<file path="src/rtl/awg_param_ctrl.sv">
// Front-panel parameter controller for the AWG: button edges -> edit-field FSM and parameter steps.
// Optional auto-repeat on held up/down buttons is enabled by defining AWG_AUTOREPEAT_EN.
module awg_param_ctrl #(
  parameter int unsigned NUM_WAVES  = 5,
  parameter logic [11:0] FREQ_INIT  = 12'd100,
  parameter logic [11:0] FREQ_MIN   = 12'd1,
  parameter logic [11:0] FREQ_MAX   = 12'd4000,
  parameter logic [11:0] FREQ_STEP  = 12'd10,
  parameter logic [7:0]  PHASE_STEP = 8'd8,
  parameter logic [23:0] HOLD_DLY   = 24'd5000000,
  parameter logic [23:0] RPT_PER    = 24'd1000000
) (
  input  logic        clk,
  input  logic        rst,
  input  logic        btn_mode,
  input  logic        btn_up,
  input  logic        btn_down,
  input  logic        upd_ack,
  output logic [4:0]  state,
  output logic [11:0] state_freq,
  output logic [2:0]  state_amp,
  output logic [7:0]  state_phase,
  output logic [1:0]  edit_sel,
  output logic        upd_req
);

  typedef enum logic [1:0] {
    StWave  = 2'd0,
    StFreq  = 2'd1,
    StAmp   = 2'd2,
    StPhase = 2'd3
  } field_e;

  localparam logic [4:0] LastWave = 5'(NUM_WAVES - 1);

  field_e      field_q, field_d;
  logic        btn_mode_q, btn_up_q, btn_down_q;
  logic [4:0]  state_q, state_d;
  logic [11:0] freq_q, freq_d;
  logic [2:0]  amp_q, amp_d;
  logic [7:0]  phase_q, phase_d;
  logic        upd_req_q, upd_req_d;

  logic        mode_e, up_e, dn_e;
  logic        step_up, step_dn, changed;
  logic        rpt_fire;
  logic [12:0] freq_sum, freq_diff;

  assign mode_e = btn_mode & ~btn_mode_q;
  assign up_e   = btn_up & ~btn_up_q;
  assign dn_e   = btn_down & ~btn_down_q;

`ifdef AWG_AUTOREPEAT_EN
  logic [23:0] hold_cnt_q, hold_cnt_d;

  // After the first repeat the counter is rewound so it next hits HOLD_DLY after RPT_PER cycles.
  always_comb begin
    hold_cnt_d = hold_cnt_q;
    rpt_fire   = 1'b0;
    if (!(btn_up ^ btn_down) || mode_e) begin
      hold_cnt_d = '0;
    end else if (hold_cnt_q == HOLD_DLY) begin
      rpt_fire   = 1'b1;
      hold_cnt_d = HOLD_DLY - RPT_PER + 24'd1;
    end else begin
      hold_cnt_d = hold_cnt_q + 24'd1;
    end
  end

  always_ff @(posedge clk) begin
    if (rst) begin
      hold_cnt_q <= '0;
    end else begin
      hold_cnt_q <= hold_cnt_d;
    end
  end
`else
  logic unused_rpt_params;
  assign unused_rpt_params = ^{HOLD_DLY, RPT_PER};
  assign rpt_fire = 1'b0;
`endif

  // Mode edge discards any step; simultaneous up/down edges cancel.
  assign step_up = ~mode_e & ((up_e & ~dn_e) | (rpt_fire & btn_up));
  assign step_dn = ~mode_e & ((dn_e & ~up_e) | (rpt_fire & btn_down));

  assign freq_sum  = {1'b0, freq_q} + {1'b0, FREQ_STEP};
  assign freq_diff = {1'b0, freq_q} - {1'b0, FREQ_STEP};

  always_comb begin
    field_d = field_q;
    state_d = state_q;
    freq_d  = freq_q;
    amp_d   = amp_q;
    phase_d = phase_q;

    if (mode_e) begin
      unique case (field_q)
        StWave:  field_d = StFreq;
        StFreq:  field_d = StAmp;
        StAmp:   field_d = StPhase;
        StPhase: field_d = StWave;
        default: field_d = StWave;
      endcase
    end

    if (step_up) begin
      unique case (field_q)
        StWave:  state_d = (state_q == LastWave) ? 5'd0 : state_q + 5'd1;
        StFreq:  freq_d  = (freq_sum > {1'b0, FREQ_MAX}) ? FREQ_MAX : freq_sum[11:0];
        StAmp:   amp_d   = (amp_q == 3'd7) ? 3'd7 : amp_q + 3'd1;
        StPhase: phase_d = phase_q + PHASE_STEP;
        default: ;
      endcase
    end else if (step_dn) begin
      unique case (field_q)
        StWave:  state_d = (state_q == 5'd0) ? LastWave : state_q - 5'd1;
        StFreq:  freq_d  = (freq_diff[12] || (freq_diff[11:0] < FREQ_MIN)) ? FREQ_MIN
                                                                            : freq_diff[11:0];
        StAmp:   amp_d   = (amp_q == 3'd0) ? 3'd0 : amp_q - 3'd1;
        StPhase: phase_d = phase_q - PHASE_STEP;
        default: ;
      endcase
    end

    changed = (state_d != state_q) || (freq_d != freq_q) || (amp_d != amp_q) ||
              (phase_d != phase_q);

    upd_req_d = upd_req_q;
    if (changed) begin
      upd_req_d = 1'b1;
    end else if (upd_ack) begin
      upd_req_d = 1'b0;
    end
  end

  always_ff @(posedge clk) begin
    if (rst) begin
      // Load current levels so a button held through reset yields no edge.
      btn_mode_q <= btn_mode;
      btn_up_q   <= btn_up;
      btn_down_q <= btn_down;
      field_q    <= StWave;
      state_q    <= 5'd0;
      freq_q     <= FREQ_INIT;
      amp_q      <= 3'd7;
      phase_q    <= 8'd0;
      upd_req_q  <= 1'b0;
    end else begin
      btn_mode_q <= btn_mode;
      btn_up_q   <= btn_up;
      btn_down_q <= btn_down;
      field_q    <= field_d;
      state_q    <= state_d;
      freq_q     <= freq_d;
      amp_q      <= amp_d;
      phase_q    <= phase_d;
      upd_req_q  <= upd_req_d;
    end
  end

  assign state       = state_q;
  assign state_freq  = freq_q;
  assign state_amp   = amp_q;
  assign state_phase = phase_q;
  assign edit_sel    = field_q;
  assign upd_req     = upd_req_q;

endmodule

</file>
<file path="config.mk">
export PLATFORM = sky130hd
export DESIGN_NAME = awg_param_ctrl
export DESIGN_NICKNAME = d
export VERILOG_FILES = /design/src/rtl/awg_param_ctrl.sv
export SDC_FILE = /design/constraint.sdc
export NUM_CORES = 1
export LEC_CHECK = 0
export CAP_MARGIN = 20
export CORE_ASPECT_RATIO = 0.5
export CORE_UTILIZATION = 40
export DETAILED_ROUTE_END_ITERATION = 8
export GPL_TIMING_DRIVEN = 1
export HOLD_SLACK_MARGIN = 0.1
export PLACE_DENSITY = 0.67
export SETUP_SLACK_MARGIN = 0.3
export SYNTH_ARGS = -nofsm -noshare
export SYNTH_HDL_FRONTEND = slang
export SYNTH_SLANG_ARGS = --single-unit
</file>
<file path="constraint.sdc">
create_clock -name clk -period 3 [get_ports clk]
set_clock_uncertainty 0.1 [all_clocks]
set_input_delay 0.45 -clock clk [delete_from_list [all_inputs] [get_ports clk]]
set_output_delay 0.45 -clock clk [all_outputs]
set_load 0.01 [all_outputs]
</file>
Word level (Yosys, flattened, before mapping)
Index checks and enable logic that the tools add are counted.
{"block": "totals", "ff_bits": 34, "latchBits": 0, "mem_bits_rw": 0, "romBits": 0, "output_inout_bits": 31, "mem_count": 0}
{"block": "classes", "addsub": 8, "mul": 0, "div": 0, "order_cmp": 2, "n_eq_ne": 9, "n_shift": 0, "muxes": 25, "bitwise_logic": 13, "n_reduce_logical": 8}
{"operator": "2-to-1 mux 12 bit", "count": 6}
{"operator": "2-to-1 mux 8 bit", "count": 4}
{"operator": "2-to-1 mux 5 bit", "count": 6}
{"operator": "2-to-1 mux 3 bit", "count": 6}
{"operator": "adder 12 x 4 -> 13 bit, second input constant", "count": 1}
{"operator": "> comparator 13 x 12 -> 1 bit, second input constant", "count": 1}
{"operator": "subtractor 12 x 4 -> 13 bit, second input constant", "count": 1}
{"operator": "< comparator 12 x 1 -> 1 bit, second input constant", "count": 1}
{"operator": "!= test 12 bit", "count": 1}
{"operator": "adder 8 x 4 -> 8 bit, second input constant", "count": 1}
{"operator": "!= test 8 bit", "count": 1}
{"operator": "case mux 2 bit (4 select lines)", "count": 1}
{"operator": "subtractor 8 x 4 -> 8 bit, second input constant", "count": 1}
{"operator": "AND 1 bit", "count": 7}
{"operator": "inverter 1 bit", "count": 6}
{"operator": "adder 5 x 1 -> 5 bit, second input constant", "count": 1}
{"operator": "== test 5 x 3 -> 1 bit, second input constant", "count": 1}
{"operator": "zero test 5 bit", "count": 1}
{"operator": "!= test 5 bit", "count": 1}
{"operator": "subtractor 5 x 1 -> 5 bit, second input constant", "count": 1}
{"operator": "== test 2 bit, second input constant", "count": 2}
{"operator": "logical OR 1 bit", "count": 4}
{"operator": "adder 3 x 1 -> 3 bit, second input constant", "count": 1}
{"operator": "== test 3 bit, second input constant", "count": 1}
{"operator": "other kinds (7)", "count": 8}

Depth between registers and ports, before layout
Gate-level depths: netlist of the first run.
{"block": "logic_depth", "depth_word": 12, "depth_mapped": 12}

Worst setup path after synthesis of the first run
OpenSTA, ideal clock, no wires.
{"block": "synth_path", "kind": "flip-flop to flip-flop", "from": "reg freq_q[1], in the netlist state_freq[1]", "to": "reg upd_req_q, in the netlist upd_req", "setup_ns": 0.129, "arrival_time_ns": 2.530, "setup_slack_ns": 0.242, "path_stages_with_launch": 13, "n_path_buf": 2, "cell_sequence": "dfxtp_1 > buf_2 > inv_1 > ha_1 > nor4b_1 > o21ai_0 > a31oi_1 > or3_1 > buf_6 > o21ai_4 > or3_1 > a221oi_2 > a31oi_1"}
{"block": "synth_via", "elab_chain_len": 12, "word_cells_on_any_way": 17}
{"item": "start, declared", "line_no": "39", "text": "logic [11:0] freq_q, freq_d;"}
{"item": "start signal, assigned", "line_no": "155", "text": "freq_q <= freq_d;"}
{"item": "subtractor 12 x 4 -> 13 bit", "line_no": "88", "text": "assign freq_diff = {1'b0, freq_q} - {1'b0, FREQ_STEP};"}
{"item": "< comparator 12 x 1 -> 1 bit", "line_no": "118", "text": "StFreq: freq_d = (freq_diff[12] || (freq_diff[11:0] < FREQ_MIN)) ? FREQ_MIN"}
{"item": "logical OR 1 bit", "line_no": "118"}
{"item": "2-to-1 mux 12 bit", "line_no": "118"}
{"item": "2-to-1 mux 12 bit", "line_no": "116", "text": "unique case (field_q)"}
{"item": "2-to-1 mux 12 bit", "line_no": "115", "text": "end else if (step_dn) begin"}
{"item": "2-to-1 mux 12 bit", "line_no": "107", "text": "if (step_up) begin"}
{"item": "!= test 12 bit (*)", "line_no": "126", "text": "changed = (state_d != state_q) || (freq_d != freq_q) || (amp_d != amp_q) ||"}
{"item": "logical OR 1 bit (*) (3 in a row)", "line_no": "126"}
{"item": "2-to-1 mux 1 bit or nonzero test 2 bit (tied branches)"}
{"item": "end signal, assigned", "line_no": "158", "text": "upd_req_q <= upd_req_d;"}
{"item": "end, declared", "line_no": "42", "text": "logic upd_req_q, upd_req_d;"}
Mark *: on every way between the ends. The rest lies on a longest branch, timed or not.
A chain may end at the register's enable or synchronous reset.

Final worst setup path of the first run
{"block": "layout_path", "from": "reg freq_q[1], in the netlist state_freq[1]", "to": "reg freq_q[10], in the netlist state_freq[10]"}
{"block": "layout_via", "elab_chain_len": 7, "word_cells_on_any_way": 11}
{"item": "subtractor 12 x 4 -> 13 bit", "line_no": "88"}
{"item": "< comparator 12 x 1 -> 1 bit", "line_no": "118"}
{"item": "logical OR 1 bit", "line_no": "118"}
{"item": "2-to-1 mux 12 bit", "line_no": "118"}
{"item": "2-to-1 mux 12 bit", "line_no": "116"}
{"item": "2-to-1 mux 12 bit", "line_no": "115"}
{"item": "2-to-1 mux 12 bit (*)", "line_no": "107"}
Marked as above.

==> results_dict.tcl, run 1 <==
set metrics [dict create \
    cts.sinks 31 \
    clk_latency_ns 0.29 \
    synth_xor_area_share_pct 4.43 \
    swShare_pct 32.0 \
    final_core_util_pct 53.6 \
    grt_pass1_vias 2867 \
    diodes 0 \
    layout.cells.non_filler 542 \
    total_power_w 0.00128 \
    start_kind "flip-flop" \
    area_growth_pct 25.0 \
    drt_iter0_markers 316 \
    num-nets-final 471 \
    required_ns 3.07 \
    ctsRootBufferMaster "clkbuf_16" \
    wirelength_mm 8.81 \
    ys_ff_latch 31 \
    path_clk_slew_ns 0.06 \
    p_seq_share_pct 35.4 \
    synth_area_um2 2970 \
    combPwrFrac_pct 24.1 \
    final_hold_viol_count 0 \
    ioPinCount 37 \
    synth_edf_count 0 \
    intPower_w 0.000871 \
    max_freq_mhz 384 \
    switchingPower_w 0.000409 \
    crit_fanout 7 \
    netlist_instances 396 \
    p_leak_nw 1.39 \
    synth_cell_types 74 \
    rsz0062_at_grt "no" \
    layout-drive-gt1-share_pct 17.3 \
    grt_pass1_wl_mm 14.3 \
    grt-ovfl-total 0 \
    numCtsBuffers 5 \
    cts_tree "done" \
    synthArstFlopShare_pct 0 \
    p_clk_share_pct 40.5 \
    cts-htree-levels 2 \
    ir_drop_v 0.000182 \
    synth_mux_area_share_pct 1.69 \
    drt-pass1-iter-count 5 \
    synth_seq_area_share_pct 20.9 \
    setup_tns_ns 0 \
    die_x_um 124 \
    cts_buffer_depth 2 \
    synthTopCellsByArea "dfxtp_1 (21%), ha_1 (6.7%), nand2_1 (5.9%)" \
    placedCellCount 530 \
    status "complete, no violations" \
    dp_hpwl_mm 6.55 \
    synthSimpleGateAreaFrac_pct 31.5 \
    maxCapViolations 0 \
    setup.worst_path.class "flip-flop to flip-flop" \
    arrival_ns 2.68 \
    rows 21 \
    synth-warning-count 0 \
    synth_compound_area_share_pct 25.0 \
    numPortBuffers 33 \
    core_um2 6910 \
    wire_per_inst_um 16.2 \
    final-setup-viol-count 0 \
    gp_congestion 0.968 \
    gr-usage-all-layers_pct 23.8 \
    slew_violations 0 \
    detail-route-antenna-nets 0 \
    worstMarginPinSlew_ns 0.938 \
    holdWs_ns 0.410 \
    synth_area_leader_cell "dfxtp_1" \
    yosys.area.top_type_share_pct 20.9 \
    dr_total_vias 3149 \
    layout_min_cycle_time_ns 2.60 \
    via_per_inst 5.81 \
    drc 0 \
    synth_fa_ha_area_share_pct 6.75 \
    max-slew-margin-rel_pct 37.3 \
    min_path_type "flip-flop to flip-flop" \
    antenna_found_initial 0 \
    ys.flop_type "dfxtp_1" \
    synth_top_family_by_area "simple AND/OR/NAND/NOR gates" \
    ctsHoldBuffers 0 \
    die-area_um2 7790 \
    power_density_nw_per_um2 345 \
    avgSynthCellArea_um2 7.49 \
    grt_start_max_net_pins 23 \
    initial_utilization_pct 42.9 \
    die_h_um 62.9 \
    end_kind "flip-flop" \
    fin_crit_sh_pct 86.7 \
]
==> sequential cells by signal, summed over array words and instances (netlist names) <==
name and count:
btn_mode_q 1, btn_down_q 1, btn_up_q 1, state_amp 3, state_phase 5, state 5
state_freq 12, edit_sel 2, upd_req 1
==> cells in the final DEF, fill, tap and decap left out, drive strengths merged, types with 7 or more instances in the layout <==
| cell type | instances |
|---|---|
| a21oi | 24 |
| a221oi | 7 |
| a31oi | 9 |
| buf | 39 |
| clkdlybuf4s50 | 33 |
| dfxtp | 31 |
| ha | 16 |
| inv | 21 |
| nand2 | 47 |
| nand3 | 18 |
| nand4 | 9 |
| nor2 | 35 |
| nor3 | 13 |
| nor4b | 7 |
| o21ai | 26 |
| xor2 | 9 |
==> synthesized netlist by cell type (2+ instances only) <==
cell       number
a22oi_1         2
o2111ai_1       3
dfxtp_1        31
a221oi_1        6
buf_4           9
nor3_1         12
buf_2           3
o22ai_1         5
clkbuf_1        7
nand2b_1        6
buf_6           7
inv_1          21
or3_1           6
o211a_1         3
xnor2_1         6
nor4b_1         5
or4_1           2
and2_1          2
or2_1           2
a211o_1         3
nand2_1        47
and2b_1         2
o22a_1          2
nor2b_1         5
xor2_1          9
a21oi_2         2
a311oi_1        2
ha_1           16
o21ai_0        22
o21ai_1         2
o211ai_1        2
o21a_1          2
nor4_1          3
and3_1          2
nand4_1         8
a21oi_1        22
and4_1          2
or2_2           3
a31oi_1         9
a211oi_1        4
nor2_1         35
mux2i_1         5
nand3_1        18
==> layer usage <==
metal / global-route usage [%] / vias to the layer above / wire length, µm
met3: 4.84 / 11 / 717
met4: 8.73 / 0 / 121
met2: 35.0 / 125 / 3860
li1: - / 1553 / -
met1: 33.8 / 1460 / 4110
met5: 0 / - / 0
==> worst paths after layout <==
kind / start / to / slack [ns] / depth (start not counted)
worst max-delay path: state_freq[1] / state_freq[10] / 0.40 / 11
worst min register to register: state_phase[7] / state_phase[7] / 0.41 / 2
worst max register to register: state_freq[1] / state_freq[10] / 0.40 / 11
worst min-delay path: state_phase[7] / state_phase[7] / 0.41 / 2
==> stage by stage <==
step                setup slack, ns  instance area [µm²]
floorplan                     0.303                 2980
CTS                           0.315                 3630
finish                        0.398                 3710
global route                  0.301                 3710
global placement             0.0539                 3480
detailed placement           0.0480                 3480
==> power by group through the flow <==
| stage | clock, W | combinational (W) | sequential [W] |
|---|---|---|---|
| global placement | 0 | 0.000293 | 0.000461 |
| CTS | 0.000526 | 0.000294 | 0.000452 |
| detailed placement | 0 | 0.000292 | 0.000461 |
| floorplan | 0 | 0.000194 | 0.000460 |
| finish | 0.000519 | 0.000308 | 0.000453 |
| global route | 0.000550 | 0.000333 | 0.000456 |
==> worst max-delay path: stages, from the launching register on <==
cell and delay (ns):
dfxtp_4 0.36, ha_2 0.23, or2_4 0.27, a31oi_1 0.18, a211oi_1 0.07, or3_4 0.37, buf_4 0.18, buf_4 0.13
nor2_1 0.11, nor2_2 0.07, buf_4 0.15, a221oi_1 0.27
==> cells by family (layout without fill, tap and decap cells) <==
kind of cell	after synthesis	in the layout
flip-flops	31	31
other	1	3
AND/OR/NAND/NOR	172	172
buffers and inverters	49	101
adder cells (fa/ha/maj)	16	16
AO/OA/AOI/OAI	107	107
XOR/XNOR	15	15
multiplexers	5	5
==> layout make-up <==
class                   instances  area (µm²)
clock buffers                   5         125
clock inverters                 3        20.0
fillers                       662        3200
inverters                      21        78.8
multi-input cells             318        2120
flip-flops and latches         31         627
well taps                      92         115
repair buffers                 72         623
==> timing repair <==
action                                  in CTS  in global routing
pin swaps                                    0                  3
buffers inserted                             0                  4
resized for setup                            2                 11
endpoints found under the setup margin       3                 11
Power figures use the tool's default switching activity.
==> run 2: changes to the inputs <==
Settings changed: MAX_ROUTING_LAYER set to met4, PLACE_DENSITY 0.67 to 0.7.
==> run 2 against run 1 <==
Against the previous run: combinational power about the same; sequential power about the same; count of clock-buffer cells in the layout up 1; via count up 0.54%; sequential share of layout area up 0.087 points; sequential cell count unchanged; die area unchanged; setup slack worse by 0.016 ns; non-clock buffer count down 2; utilization down 0.38 points; routed wire length up 1.2%; largest power group unchanged.
==> results_dict.tcl, run 2 (synthesis gave the netlist of run 1 again) <==
set metrics [dict create \
    status "complete, no violations" \
    crit_fanout 6 \
    grt-ovfl-total 0 \
    numPortBuffers 33 \
    grt_pass1_vias 2792 \
    die_x_um 124 \
    endpoint "state_freq[6]" \
    via_per_inst 5.87 \
    n_fill_cell 666 \
    numCtsBuffers 5 \
    largest_reg_flops 12 \
    drc 0 \
    final_core_util_pct 53.3 \
    drt-pass1-iter-count 5 \
    required_ns 3.05 \
    gr-usage-all-layers_pct 24.2 \
    max-slew-margin-rel_pct 55.8 \
    layout-drive-gt1-share_pct 16.3 \
    dr_total_vias 3166 \
    final_hold_viol_count 0 \
    core_um2 6910 \
    mostFrequentLayoutCell "nand2_1" \
    end_kind "flip-flop" \
    maxCapViolations 0 \
    gp_congestion 1.00 \
    initial_utilization_pct 42.9 \
    drt_iter0_markers 268 \
    cts_buffer_depth 2 \
    layout_min_cycle_time_ns 2.62 \
    ir_drop_v 0.000211 \
    cts.sinks 31 \
    cp-startpoint "state_freq[1]" \
    antenna_found_initial 0 \
    rsz0062_at_grt "no" \
    worstReg2RegStart "state_freq[1]" \
    die_h_um 62.9 \
    die-area_um2 7790 \
    ioPinCount 37 \
    dp_hpwl_mm 6.62 \
    cts-htree-levels 2 \
    p_leak_nw 1.39 \
    clk_latency_ns 0.28 \
    r2r-end "state_freq[6]" \
    arrival_ns 2.67 \
    layout_common_cells "nand2_1 (46), buf_4 (37), nor2_1 (35)" \
    worstMarginPinSlew_ns 0.654 \
    cts_tree "done" \
    max_freq_mhz 382 \
    cts_post_setup_buffers_inserted 0 \
    grt_start_max_net_pins 29 \
    area_growth_pct 24.1 \
    fin_crit_sh_pct 87.3 \
    start_kind "flip-flop" \
    wirelength_mm 8.91 \
    setup.worst_path.class "flip-flop to flip-flop" \
    setup_tns_ns 0 \
    diodes 0 \
    detail-route-antenna-nets 0 \
    wire_per_inst_um 16.5 \
    grt_pass1_wl_mm 14.4 \
    min_path_type "flip-flop to flip-flop" \
    ctsRootBufferMaster "clkbuf_16" \
    ctsHoldBuffers 0 \
    path_clk_slew_ns 0.05 \
    slew_violations 0 \
    rows 21 \
    num-nets-final 469 \
    r2r_setup_slack_ns 0.38 \
    rr_worst_depth 9 \
    final-setup-viol-count 0 \
    power_density_nw_per_um2 345 \
]
[run 2: changes by cell type in the layout (fill, tap and decap cells not counted), sizes merged]
cell,previous run,this run
buf,39,37
clkbuf,5,6
clkinvlp,2,0
[run 2: what timing repair did]
item / in CTS / in global routing
hold endpoints to repair: 0 / 0
endpoints found under the setup margin: 0 / 9
gates resized for setup: 0 / 11
[run 2: report_power, final]
part	internal (W)	total, W	leakage [nW]	switching [W]
sequential	0.000430	0.000452	0.253	0.0000220
clock	0.000324	0.000513	0.0727	0.000189
combinational	0.000130	0.000305	1.07	0.000175
[run 2: area by class of cell]
class	instances	area, µm²	share of cell area (%)
tap	92	115	3.13
timing repair buffer	70	608	16.5
multi-input combinational	318	2110	57.3
inverter	21	78.8	2.14
sequential	31	626	17.0
clock buffer	6	139	3.77
clock inverter	1	5.00	0.136
[run 2: worst min-delay path by stage]
stage / end / cells after the start / start / slack [ns]
floorplan: btn_down_q / 0 / btn_down / 0.38
global placement: state_phase[7] / 2 / state_phase[7] / 0.39
detailed placement: state_phase[7] / 2 / state_phase[7] / 0.40
CTS: state_phase[7] / 2 / state_phase[7] / 0.41
global route: edit_sel[1] / 2 / edit_sel[1] / 0.48
finish: state_phase[7] / 2 / state_phase[7] / 0.41
[run 2: worst max-delay path, stage by stage (launching register included)]
cell and delay [ns]:
dfxtp_2 0.35, inv_1 0.11, ha_2 0.25, and2b_2 0.28, nor4b_4 0.31, xnor2_1 0.20, nand4_2 0.23, a21oi_1 0.21
o22ai_1 0.10, a211o_1 0.34
[run 2: stage by stage]
step	total power (W)	setup slack (ns)	area [µm²]	cells	hold slack, ns
finish	0.00127	0.382	3680	539	0.410
global route	0.00134	0.300	3680	539	0.477
CTS	0.00127	0.305	3640	539	0.413
detailed placement	0.000754	0.210	3490	532	0.399
global placement	0.000756	0.183	3490	532	0.392
floorplan	0.000654	0.303	2980	398	0.378
[run 2: metal layers]
metal  track usage, %  part of all wire, %  vias up
met3             4.47                  8.3       13
met5                -                    0        -
li1                 -                    -     1548
met4             4.22                  1.1        0
met2             35.0                   43      149
met1             34.9                   47     1456
